--- src/rtl/phy_tx_serializer_if.sv ---
// Byte handshake between the upstream framer (master) and the serializer (slave).
interface phy_tx_serializer_if;
    logic [7:0] in_data;
    logic       in_valid;
    logic       in_ready;

    modport master (output in_data, output in_valid, input in_ready);
    modport slave  (input in_data, input in_valid, output in_ready);
endinterface

--- src/rtl/phy_tx_serializer.sv ---
// Byte-to-bit serializer feeding the PHY: MSB-first, training COM burst after reset,
// COM filler whenever no byte is offered at a byte boundary.
module phy_tx_serializer #(
    parameter logic [7:0]  COM_SYMBOL = 8'hBC,
    parameter int unsigned TRAIN_COMS = 4
) (
    input  logic               clk32f,
    input  logic               reset,
    phy_tx_serializer_if.slave up,
    output logic               out,
    output logic               is_com,
    output logic [15:0]        tx_count
);
    typedef enum logic {TRAIN, DATA} state_t;

    localparam logic [3:0] LAST_TRAIN = 4'(TRAIN_COMS - 1);

    state_t      state_q,    state_d;
    logic [7:0]  sr_q,       sr_d;
    logic [2:0]  bit_cnt_q,  bit_cnt_d;
    logic [3:0]  com_cnt_q,  com_cnt_d;
    logic        out_q,      out_d;
    logic        is_com_q,   is_com_d;
    logic [15:0] tx_count_q, tx_count_d;

    logic       load;
    logic       ready;
    logic       transfer;
    logic [7:0] load_byte;

    // A byte boundary is the cycle after the last bit of the previous byte went out.
    assign load      = (bit_cnt_q == 3'd7);
    assign ready     = reset && (state_q == DATA) && load;
    assign transfer  = ready && up.in_valid;
    assign load_byte = transfer ? up.in_data : COM_SYMBOL;

    always_comb begin
        state_d    = state_q;
        sr_d       = sr_q;
        bit_cnt_d  = bit_cnt_q;
        com_cnt_d  = com_cnt_q;
        out_d      = out_q;
        is_com_d   = is_com_q;
        tx_count_d = tx_count_q;

        if (load) begin
            out_d     = load_byte[7];
            sr_d      = {load_byte[6:0], 1'b0};
            bit_cnt_d = 3'd0;
            if (state_q == TRAIN) begin
                is_com_d  = 1'b1;
                com_cnt_d = com_cnt_q + 4'd1;
                if (com_cnt_q == LAST_TRAIN) begin
                    state_d = DATA;
                end
            end else begin
                is_com_d = !transfer;
                if (transfer) begin
                    tx_count_d = tx_count_q + 16'd1;
                end
            end
        end else begin
            out_d     = sr_q[7];
            sr_d      = {sr_q[6:0], 1'b0};
            bit_cnt_d = bit_cnt_q + 3'd1;
        end
    end

    // bit_cnt resets to 7 so the first edge after release is a load.
    always_ff @(posedge clk32f) begin
        if (!reset) begin
            state_q    <= TRAIN;
            sr_q       <= 8'd0;
            bit_cnt_q  <= 3'd7;
            com_cnt_q  <= 4'd0;
            out_q      <= 1'b0;
            is_com_q   <= 1'b0;
            tx_count_q <= 16'd0;
        end else begin
            state_q    <= state_d;
            sr_q       <= sr_d;
            bit_cnt_q  <= bit_cnt_d;
            com_cnt_q  <= com_cnt_d;
            out_q      <= out_d;
            is_com_q   <= is_com_d;
            tx_count_q <= tx_count_d;
        end
    end

    assign up.in_ready = ready;
    assign out         = out_q;
    assign is_com      = is_com_q;
    assign tx_count    = tx_count_q;
endmodule
--- src/flat_wrapper.sv ---
// flat-port wrapper written by rule: the top's interface ports become plain ports
module phy_tx_serializer_flat 
#(
    parameter logic [7:0]  COM_SYMBOL = 8'hBC,
    parameter int unsigned TRAIN_COMS = 4
)
  (clk32f, reset, out, is_com, tx_count, up_in_data, up_in_valid, up_in_ready);
  phy_tx_serializer_if up_i ();
  input  logic clk32f;
  input  logic reset;
  output logic out;
  output logic is_com;
  output logic [15:0] tx_count;
  input wire logic [$bits(up_i.in_data)-1:0] up_in_data;
  input wire logic [$bits(up_i.in_valid)-1:0] up_in_valid;
  output wire logic [$bits(up_i.in_ready)-1:0] up_in_ready;
  assign up_i.in_data = up_in_data;
  assign up_i.in_valid = up_in_valid;
  assign up_in_ready = up_i.in_ready;
  phy_tx_serializer #(.COM_SYMBOL(COM_SYMBOL), .TRAIN_COMS(TRAIN_COMS)) u_core (.clk32f(clk32f), .reset(reset), .up(up_i), .out(out), .is_com(is_com), .tx_count(tx_count));
endmodule
--- config.mk ---
export PLATFORM = sky130hd
export DESIGN_NAME = phy_tx_serializer_flat
export DESIGN_NICKNAME = d
export VERILOG_FILES = /design/src/rtl/phy_tx_serializer_if.sv /design/src/rtl/phy_tx_serializer.sv /design/src/flat_wrapper.sv
export SDC_FILE = /design/constraint.sdc
export NUM_CORES = 1
export LEC_CHECK = 0
export ABC_AREA = 1
export BUFFER_PORTS_ARGS = -buffer_cell sky130_fd_sc_hd__buf_2
export CAP_MARGIN = 15
export CORE_ASPECT_RATIO = 0.7
export CORE_UTILIZATION = 53
export DETAILED_ROUTE_END_ITERATION = 8
export PLACE_DENSITY = 0.78
export SYNTH_ARGS = -nofsm -noshare
export SYNTH_HDL_FRONTEND = slang
export SYNTH_SLANG_ARGS = --single-unit
--- constraint.sdc ---
create_clock -name clk32f -period 2 [get_ports clk32f]
set_clock_uncertainty 0.1 [all_clocks]
set_input_delay 0.3 -clock clk32f [delete_from_list [all_inputs] [get_ports clk32f]]
set_output_delay 0.3 -clock clk32f [all_outputs]
set_load 0.03 [all_outputs]
==> results.yml, run 1 <==
cts:
  cts_buffer_depth: 2
  path_clk_slew_ns: 0.07
  cts-htree-levels: 2
  cts_setup_buffers: 0
  cts_sinks: 33
  cts_root_buffer: "clkbuf_8"
  hold_buffers: 0
  cts_buffers: 5
  clk_latency_ns: 0.29
  cts_tree: "yes"
sta:
  maxSlewViolCount: 0
  setup_viol: 0
  finalHoldViolations: 0
  fin_crit_ns: 1.933
  timing.slew.headroom_pct: 71.57
  max_clock_freq_ghz: 0.5174
  whs_ns: 0.1355
  tightest_slew_ns: 0.4259
  finalSetupTns_ns: 0
  period_share_pct: 96.63
yosys:
  async_reset_ff_share_pct: 0
  synthCells: 194
  ys_ff_latch: 33
  netlist_top_cells_count: "40 x nand2_1, 33 x dfxtp_1, 32 x nor2_1, 22 x inv_1, 13 x nand3_1"
  synth.distinct_cells: 26
  syn-cell-area_um2: 1456
  synth-edff-count: 0
  synth_top_area_share_pct: 45.36
  synth_top_area_cell: "dfxtp_1"
  synth_nets: 209
  syn-mean-instance-area_um2: 7.507
  yosysMostFrequentCell: "nand2_1"
  ys_top_cells_by_area: "dfxtp_1 45%, nand2_1 10%, nor2_1 8.2%"
  ys.flop_type: "dfxtp_1"
  yosysWarnings: 0
  ys_seq_area_share_pct: 45.36
final_layout:
  nets: 243
  diodes: 0
  area_delta_synth_final_pct: 21.99
  utilization_pct: 70.12
  layout-drive-gt1-share_pct: 24.45
  finalNonFillerCells: 263
setup_path:
  worstReg2RegEnd: "u_core.tx_count[13]"
  arrival_ns: 1.53
  startpoint: "u_core.bit_cnt_q[0]"
  cp-start-kind: "register"
  crit_cells: 6
  path_class: "register to output pin"
  r2r_cells: 7
  r2r-start: "u_core.bit_cnt_q[0]"
  max_stage_delay_ns: 0.36
  endpoint: "up_in_ready"
  cp_num_buf_inv: 3
  critPathTopFamily: "adder cells"
  slowest_stage: "dfxtp_1"
  r2r_setup_slack_ns: 0.17
  path_cells: "ha_1 > ha_2 > buf_6 > inv_2 > nor2_4 > buf_6"
  cp_max_fo: 9
  cp-end-kind: "output pin"
  required_ns: 1.60
  path_common_cell: "buf_6"
placement:
  gp_congestion: 0.8539
  io_buffers: 29
  detailedPlacementHpwl_um: 2491
  dp_cells: 255
die:
  dieHeight_um: 45.86
  ios: 30
  die_x_um: 64.66
  dieArea_um2: 2965
  rows: 15
  core_um2: 2534
  initial_core_util_pct: 57.48
drt:
  drt_iter0_drc: 122
  routed-wl-met3_um: 200
  postRouteWirelength_um: 3526
  drc: 0
  met2_wirelength_um: 1623
  viasPerCell: 5.285
  first_pass_iters: 4
  top_layer: "met4"
  detail_route.wl_per_cell_um: 13.41
  antenna_left: 0
  num_vias: 1390
  met1_length_um: 1658
global_route:
  grt_pass1_vias: 1209
  track_usage_pct: 25.80
  overflow: 0
  grt_pass1_wl_um: 5520
  grt_antenna_before_repair: 0
  grt_start_max_net_pins: 15
power:
  p_leak_nw: 0.8484
  vdd_drop_max_v: 0.0005804
  power_density_nw_per_um2: 904.7
worst_hold_path:
  hp-class: "input pin to register"
  min_delay_path_depth: 3
run_status:
  status: "finished, final reports clean"
run:
  max_cap_violations: 0
==> flip-flops by register name, summed over array words and instances (netlist names) <==
register and flops:
u_core.out 1, u_core.sr_q 7, u_core.state_q 1, u_core.com_cnt_q 4
u_core.bit_cnt_q 3, u_core.tx_count 16, u_core.is_com 1
==> power by group <==
part | internal (mW) | switching, mW
logic | 0.0891 | 0.120
clock network | 0.405 | 0.253
registers | 0.710 | 0.0299
==> worst min path at each step <==
stage,start,endpoint
3_5_place_dp,u_core.sr_q[1],u_core.sr_q[2]
2_1_floorplan,up_in_data[0],u_core.sr_q[1]
3_3_place_gp,u_core.bit_cnt_q[0],u_core.bit_cnt_q[0]
5_1_grt,up_in_data[0],u_core.sr_q[1]
4_1_cts,up_in_data[0],u_core.sr_q[1]
6_report,up_in_data[0],u_core.sr_q[1]
==> cells in the final DEF (no fill, tap or decap), types with 5 or more instances in the layout <==
cell,instances
a21oi_1,10
buf_2,28
clkbuf_8,6
dfxtp_1,33
inv_1,22
nand2_1,40
nand3_1,13
nor2_1,32
nor3_1,6
o21ai_0,5
o221a_2,5
==> kinds of logic after synthesis <==
| logic type | after synthesis | synth area share, % |
|---|---|---|
| AO/OA/AOI/OAI | 23 | 10.31 |
| adder cells (fa/ha/maj) | 4 | 3.437 |
| buffers and inverters | 30 | 8.591 |
| XOR/XNOR | 1 | 0.6015 |
| flip-flops | 33 | 45.36 |
| AND/OR/NAND/NOR | 103 | 31.70 |
==> cell type report <==
class | count | area [um2]
flip-flops and latches | 33 | 660.6
repair buffers | 33 | 185.2
fillers | 217 | 757.0
inverters | 24 | 90.09
clock buffers | 6 | 82.58
clock inverters | 2 | 37.54
well taps | 34 | 42.54
multi-input cells | 131 | 678.2
==> worst min-delay path, delay by kind of cell <==
| kind | cells | cell delay [ns] |
|---|---|---|
| buf+inv | 2 | 0.15 |
| simple gates | 1 | 0.04 |
==> metrics by stage <==
step	power (mW)	setup WS [ns]	instance area, um2
after global placement	0.9236	0.3457	1639
after CTS	1.596	0.01505	1762
after floorplan	0.8822	0.2248	1456
after global routing	1.666	-0.006606	1777
after detailed placement	0.9466	0.2170	1639
final	1.607	0.06740	1777
==> timing repair <==
| action | in CTS | in global routing |
|---|---|---|
| pin swaps | 0 | 0 |
| setup endpoints to repair | 1 | 1 |
| gates resized for setup | 1 | 4 |
==> metal layers <==
metal,vias to the layer above,track usage (%)
met5,-,0
met1,643,33.23
met4,0,9.778
met2,51,40.63
met3,7,8.500
li1,689,-
Power figures use the tool's default switching activity.
==> run 2, diff against run 1 <==
Settings changed: ABC_AREA 1 to not set, CORE_UTILIZATION 53 to 52, PLACE_DENSITY 0.78 to 0.77.
==> run 2 against run 1 <==
Sequential cell count unchanged. Die area down 4.5%. Critical path depth down 1. Clock power down 29%. Synthesized cell count down 29%. Area after synthesis down 6.4%. Clock-buffer cell count up 2. Total power down 15%. Sequential power down 1%. Core utilization down 4.8 points. Largest cell class is now registers. Largest power group unchanged.
==> results.yml, run 2 <==
die:
  core_um2: 2477
  dieHeight_um: 44.83
  rows: 15
  ios: 30
  die_x_um: 63.18
  dieArea_um2: 2832
  initial_core_util_pct: 55.00
final_layout:
  diodes: 0
  fillers: 216
  final_cell_mix: "33 x dfxtp_1, 29 x buf_2, 15 x nor2_1"
  area_delta_synth_final_pct: 18.82
  final_common_cell: "dfxtp_1"
  layout-drive-gt1-share_pct: 28.07
  final_area_um2: 1619
  nets: 185
  largest_reg_flops: 16
  finalNonFillerCells: 205
cts:
  cts_setup_buffers: 0
  hold_buffers: 0
  cts_buffers: 5
  cts_tree: "yes"
  path_clk_slew_ns: 0.06
  cts-htree-levels: 2
  cts_root_buffer: "clkbuf_8"
  clk_latency_ns: 0.28
  post_cts_resized: 0
  cts_sinks: 33
  cts_buffer_depth: 2
yosys:
  yosysWarnings: 0
  async_reset_ff_share_pct: 0
  netlist_top_cells_count: "33 x dfxtp_1, 15 x nor2_1, 13 x nand2_1, 8 x xnor2_1, 6 x a21oi_1"
  ys_top_cells_by_area: "dfxtp_1 48%, xnor2_1 5.1%, nor2_1 4.1%"
  syn-mean-instance-area_um2: 9.946
  ys.flop_type: "dfxtp_1"
  synthCells: 137
  synth-edff-count: 0
  synth_top_area_cell: "dfxtp_1"
  synth.distinct_cells: 35
  synth_nets: 152
  ys_seq_area_share_pct: 48.48
  yosysMostFrequentCell: "dfxtp_1"
  synth_top_area_share_pct: 48.48
  syn-cell-area_um2: 1363
  ys_ff_latch: 33
worst_hold_path:
  hp-class: "input pin to register"
sta:
  timing.slew.headroom_pct: 74.59
  finalHoldViolations: 0
  tightest_slew_ns: 0.3758
  fin_crit_ns: 1.919
  max_clock_freq_ghz: 0.5211
  rsz0062_at_grt: "false"
  setup_viol: 0
  finalSetupTns_ns: 0
  maxSlewViolCount: 0
  period_share_pct: 95.96
  whs_ns: 0.1148
drt:
  detail_route.wl_per_cell_um: 13.13
  first_pass_iters: 4
  num_vias: 1099
  antenna_left: 0
  drc: 0
  postRouteWirelength_um: 2692
  viasPerCell: 5.361
  drt_iter0_drc: 79
placement:
  io_buffers: 29
  dp_cells: 197
  placed_cell_area_um2: 1538
  detailedPlacementHpwl_um: 1928
  gp_congestion: 0.7464
global_route:
  grt_pass1_vias: 989
  grt_pass1_wl_um: 4291
  grt_start_max_net_pins: 16
  grt_antenna_before_repair: 0
  track_usage_pct: 20.71
  overflow: 0
run:
  max_cap_violations: 0
run_status:
  status: "finished, final reports clean"
setup_path:
  required_ns: 1.60
  cp-end-kind: "output pin"
  cp_max_fo: 13
  path_class: "register to output pin"
  cp-start-kind: "register"
  arrival_ns: 1.52
power:
  vdd_drop_max_v: 0.0005127
  finalPower_mw: 1.374
  power_density_nw_per_um2: 848.4
  p_leak_nw: 0.7115
run 2: cell types whose count changed after synthesis, moves of 4 or more:
cell and delta:
nand3_1 -9, inv_1 -21, a21oi_1 -4, nor2_1 -17, nand2_1 -27, xnor2_1 +8
mux2i_1 +5
run 2: path summary, 6_finish.rpt:
check	start	end	slack [ns]	cells after the start
max	u_core.bit_cnt_q[0]	up_in_ready	0.08	5
max reg2reg	u_core.bit_cnt_q[0]	u_core.tx_count[4]	0.19	7
min	up_in_data[0]	u_core.sr_q[1]	0.11	2
min reg2reg	u_core.bit_cnt_q[0]	u_core.bit_cnt_q[0]	0.35	1
run 2: critical path: stages (launching register included):
cell and delay (ns):
dfxtp_1 0.31, ha_1 0.19, ha_1 0.22, buf_4 0.19, and3_1 0.16, buf_2 0.17
run 2: logic make-up (layout without fill, tap and decap cells):
| logic type | count (synthesis) | after routing | share of synthesized area, % |
|---|---|---|---|
| muxes | 5 | 5 | 3.673 |
| adders and majority gates | 4 | 4 | 3.673 |
| AOI/OAI and AO/OA | 17 | 17 | 8.999 |
| xor gates and xnor gates | 11 | 11 | 7.071 |
| buffers and inverters | 8 | 42 | 3.121 |
| and+or+nand+nor | 59 | 59 | 24.98 |
| DFF | 33 | 33 | 48.48 |
run 2: final cells by class:
cell class | instances | area [um2] | area share, %
clock buffer | 8 | 80.08 | 4.946
inverter | 2 | 7.507 | 0.4637
multi-input combinational | 96 | 660.6 | 40.80
sequential | 33 | 660.6 | 40.80
tap | 34 | 42.54 | 2.628
timing repair buffer | 32 | 167.7 | 10.36
run 2: routing by layer:
layer  vias up  routed length [um]  global-route usage [%]
met2        30                1199                   33.76
met4         0                  45                   9.545
met5         -                   0                       0
met3         6                 149                   7.828
met1       518                1299                   24.88
li1        545                   -                       -
run 2: power breakdown:
group	leakage [nW]	switching, mW	internal [mW]	total [mW]
sequential	0.269	0.0235	0.707	0.731
combinational	0.403	0.0924	0.0816	0.174
clock	0.0395	0.222	0.247	0.469
total	0.712	0.338	1.04	1.37
run 2: metrics by stage:
step | setup WS, ns | utilization [%]
2_1_floorplan | 0.2831 | -
3_3_place_gp | 0.2087 | 62.07
3_5_place_dp | 0.1400 | 62.07
4_1_cts | 0.07569 | 65.30
5_1_grt | 0.02750 | 65.35
6_report | 0.08089 | 65.35
==> run 3, diff against run 2 <==
Settings changed: SETUP_SLACK_MARGIN set to 0.15.
==> run 3 against run 2 <==
Clock-buffer cell count unchanged. First-iteration DRC count decreased by 3.8%. Critical endpoint unchanged. Via count increased by 1.0%. Die area unchanged. Register-to-register slack got worse by 0.02 ns. Sequential power about the same. Non-clock buffer count unchanged. Core utilization increased by 1.1 points. Sequential cell count unchanged. Final cell count unchanged.
==> results.yml, run 3 (same netlist as run 2, synthesis figures left out) <==
global_route:
  grt_pass1_vias: 994
  overflow: 0
  grt_antenna_before_repair: 0
  track_usage_pct: 20.77
  grt_pass1_wl_um: 4298
  grt_start_max_net_pins: 16
sta:
  timing.slew.headroom_pct: 76.96
  period_share_pct: 92.08
  fin_crit_ns: 1.842
  finalHoldViolations: 0
  rsz0062_at_grt: "true"
  max_clock_freq_ghz: 0.5430
  setup_viol: 0
  maxSlewViolCount: 0
  setup_ws_ns: 0.1583
  tightest_slew_ns: 0.3430
  finalSetupTns_ns: 0
  whs_ns: 0.1145
final_layout:
  final_cell_mix: "33 x dfxtp_1, 28 x buf_2, 15 x nor2_1"
  layout-drive-gt1-share_pct: 29.82
  final_common_cell: "dfxtp_1"
  diodes: 0
  fillers: 213
  largest_reg_flops: 16
  area_delta_synth_final_pct: 20.84
  nets: 185
cts:
  cts_buffers: 5
  cts_sinks: 33
  hold_buffers: 0
  cts_root_buffer: "clkbuf_8"
  cts_tree: "yes"
  cts_buffer_depth: 2
  cts_setup_buffers: 0
  clk_latency_ns: 0.28
  cts-htree-levels: 2
  path_clk_slew_ns: 0.06
setup_path:
  cp_max_fo: 13
  required_ns: 1.60
  cp-start-kind: "register"
  path_class: "register to output pin"
  arrival_ns: 1.44
  cp-end-kind: "output pin"
run:
  max_cap_violations: 0
placement:
  io_buffers: 29
  detailedPlacementHpwl_um: 1928
  gp_congestion: 0.7464
  preCtsSetupSlack_ns: 0.1400
die:
  core_um2: 2477
  dieArea_um2: 2832
  die_x_um: 63.18
  ios: 30
  initial_core_util_pct: 55.00
  rows: 15
  dieHeight_um: 44.83
run_status:
  status: "finished, final reports clean"
drt:
  detail_route.wl_per_cell_um: 13.55
  first_pass_iters: 4
  viasPerCell: 5.415
  drc: 0
  drt_iter0_drc: 76
  num_vias: 1110
  antenna_left: 0
  postRouteWirelength_um: 2778
power:
  p_leak_nw: 0.7116
  vdd_drop_max_v: 0.0005149
  power_density_nw_per_um2: 848.8
worst_hold_path:
  hp-class: "input pin to register"
run 3: changes by cell type in the layout (fill, tap and decap cells not counted):
cell / change
ha_2: +1
nor4b_2: +1
buf_6: +1
ha_4: +1
ha_1: -2
buf_2: -1
nor4b_1: -1
run 3: worst paths after layout:
kind              slack [ns]                  end  depth (start not counted)                start
setup / recovery        0.16          up_in_ready                          5  u_core.bit_cnt_q[0]
hold / removal          0.11       u_core.sr_q[1]                          2        up_in_data[0]
setup reg to reg        0.17  u_core.tx_count[12]                          6  u_core.bit_cnt_q[0]
hold reg to reg         0.37  u_core.bit_cnt_q[0]                          1  u_core.bit_cnt_q[0]
run 3: cell type report:
class / instances / area, um2 / share of cell area (%)
multi-input combinational: 96 / 681.9 / 41.41
clock buffer: 8 / 80.08 / 4.863
sequential: 33 / 660.6 / 40.12
timing repair buffer: 32 / 173.9 / 10.56
tap: 34 / 42.54 / 2.584
inverter: 2 / 7.507 / 0.4559
run 3: metrics by stage:
stage / util, % / power, mW / instances / cell area, um2
after detailed placement: 62.07 / 0.9189 / 197 / 1538
after floorplan: - / 0.8666 / 137 / 1363
final: 66.46 / 1.398 / 205 / 1647
after global routing: 66.46 / 1.463 / 205 / 1647
after global placement: 62.07 / 0.9080 / 197 / 1538
after CTS: 65.66 / 1.391 / 205 / 1627
run 3: report_power, final:
group | leakage [nW] | switching [mW] | internal (mW)
registers | 0.269 | 0.0270 | 0.707
clock network | 0.0395 | 0.222 | 0.247
logic | 0.403 | 0.0978 | 0.0965
run 3: what timing repair did:
action / in CTS / in global routing
gates resized for setup: 3 / 4
endpoints found under the setup margin: 2 / 6
endpoints found under the hold margin: 0 / 0
run 3: critical path, stage by stage, from the launching register on:
cell	delay, ns
dfxtp_1	0.34
ha_2	0.21
ha_4	0.15
buf_6	0.14
and3_1	0.16
buf_4	0.15
run 3: layer usage:
metal	up-vias	track usage (%)	wire length (um)
li1	545	-	-
met1	527	25.04	1331
met2	33	33.76	1251
met3	5	7.828	150
met4	0	9.545	45
met5	-	0	0
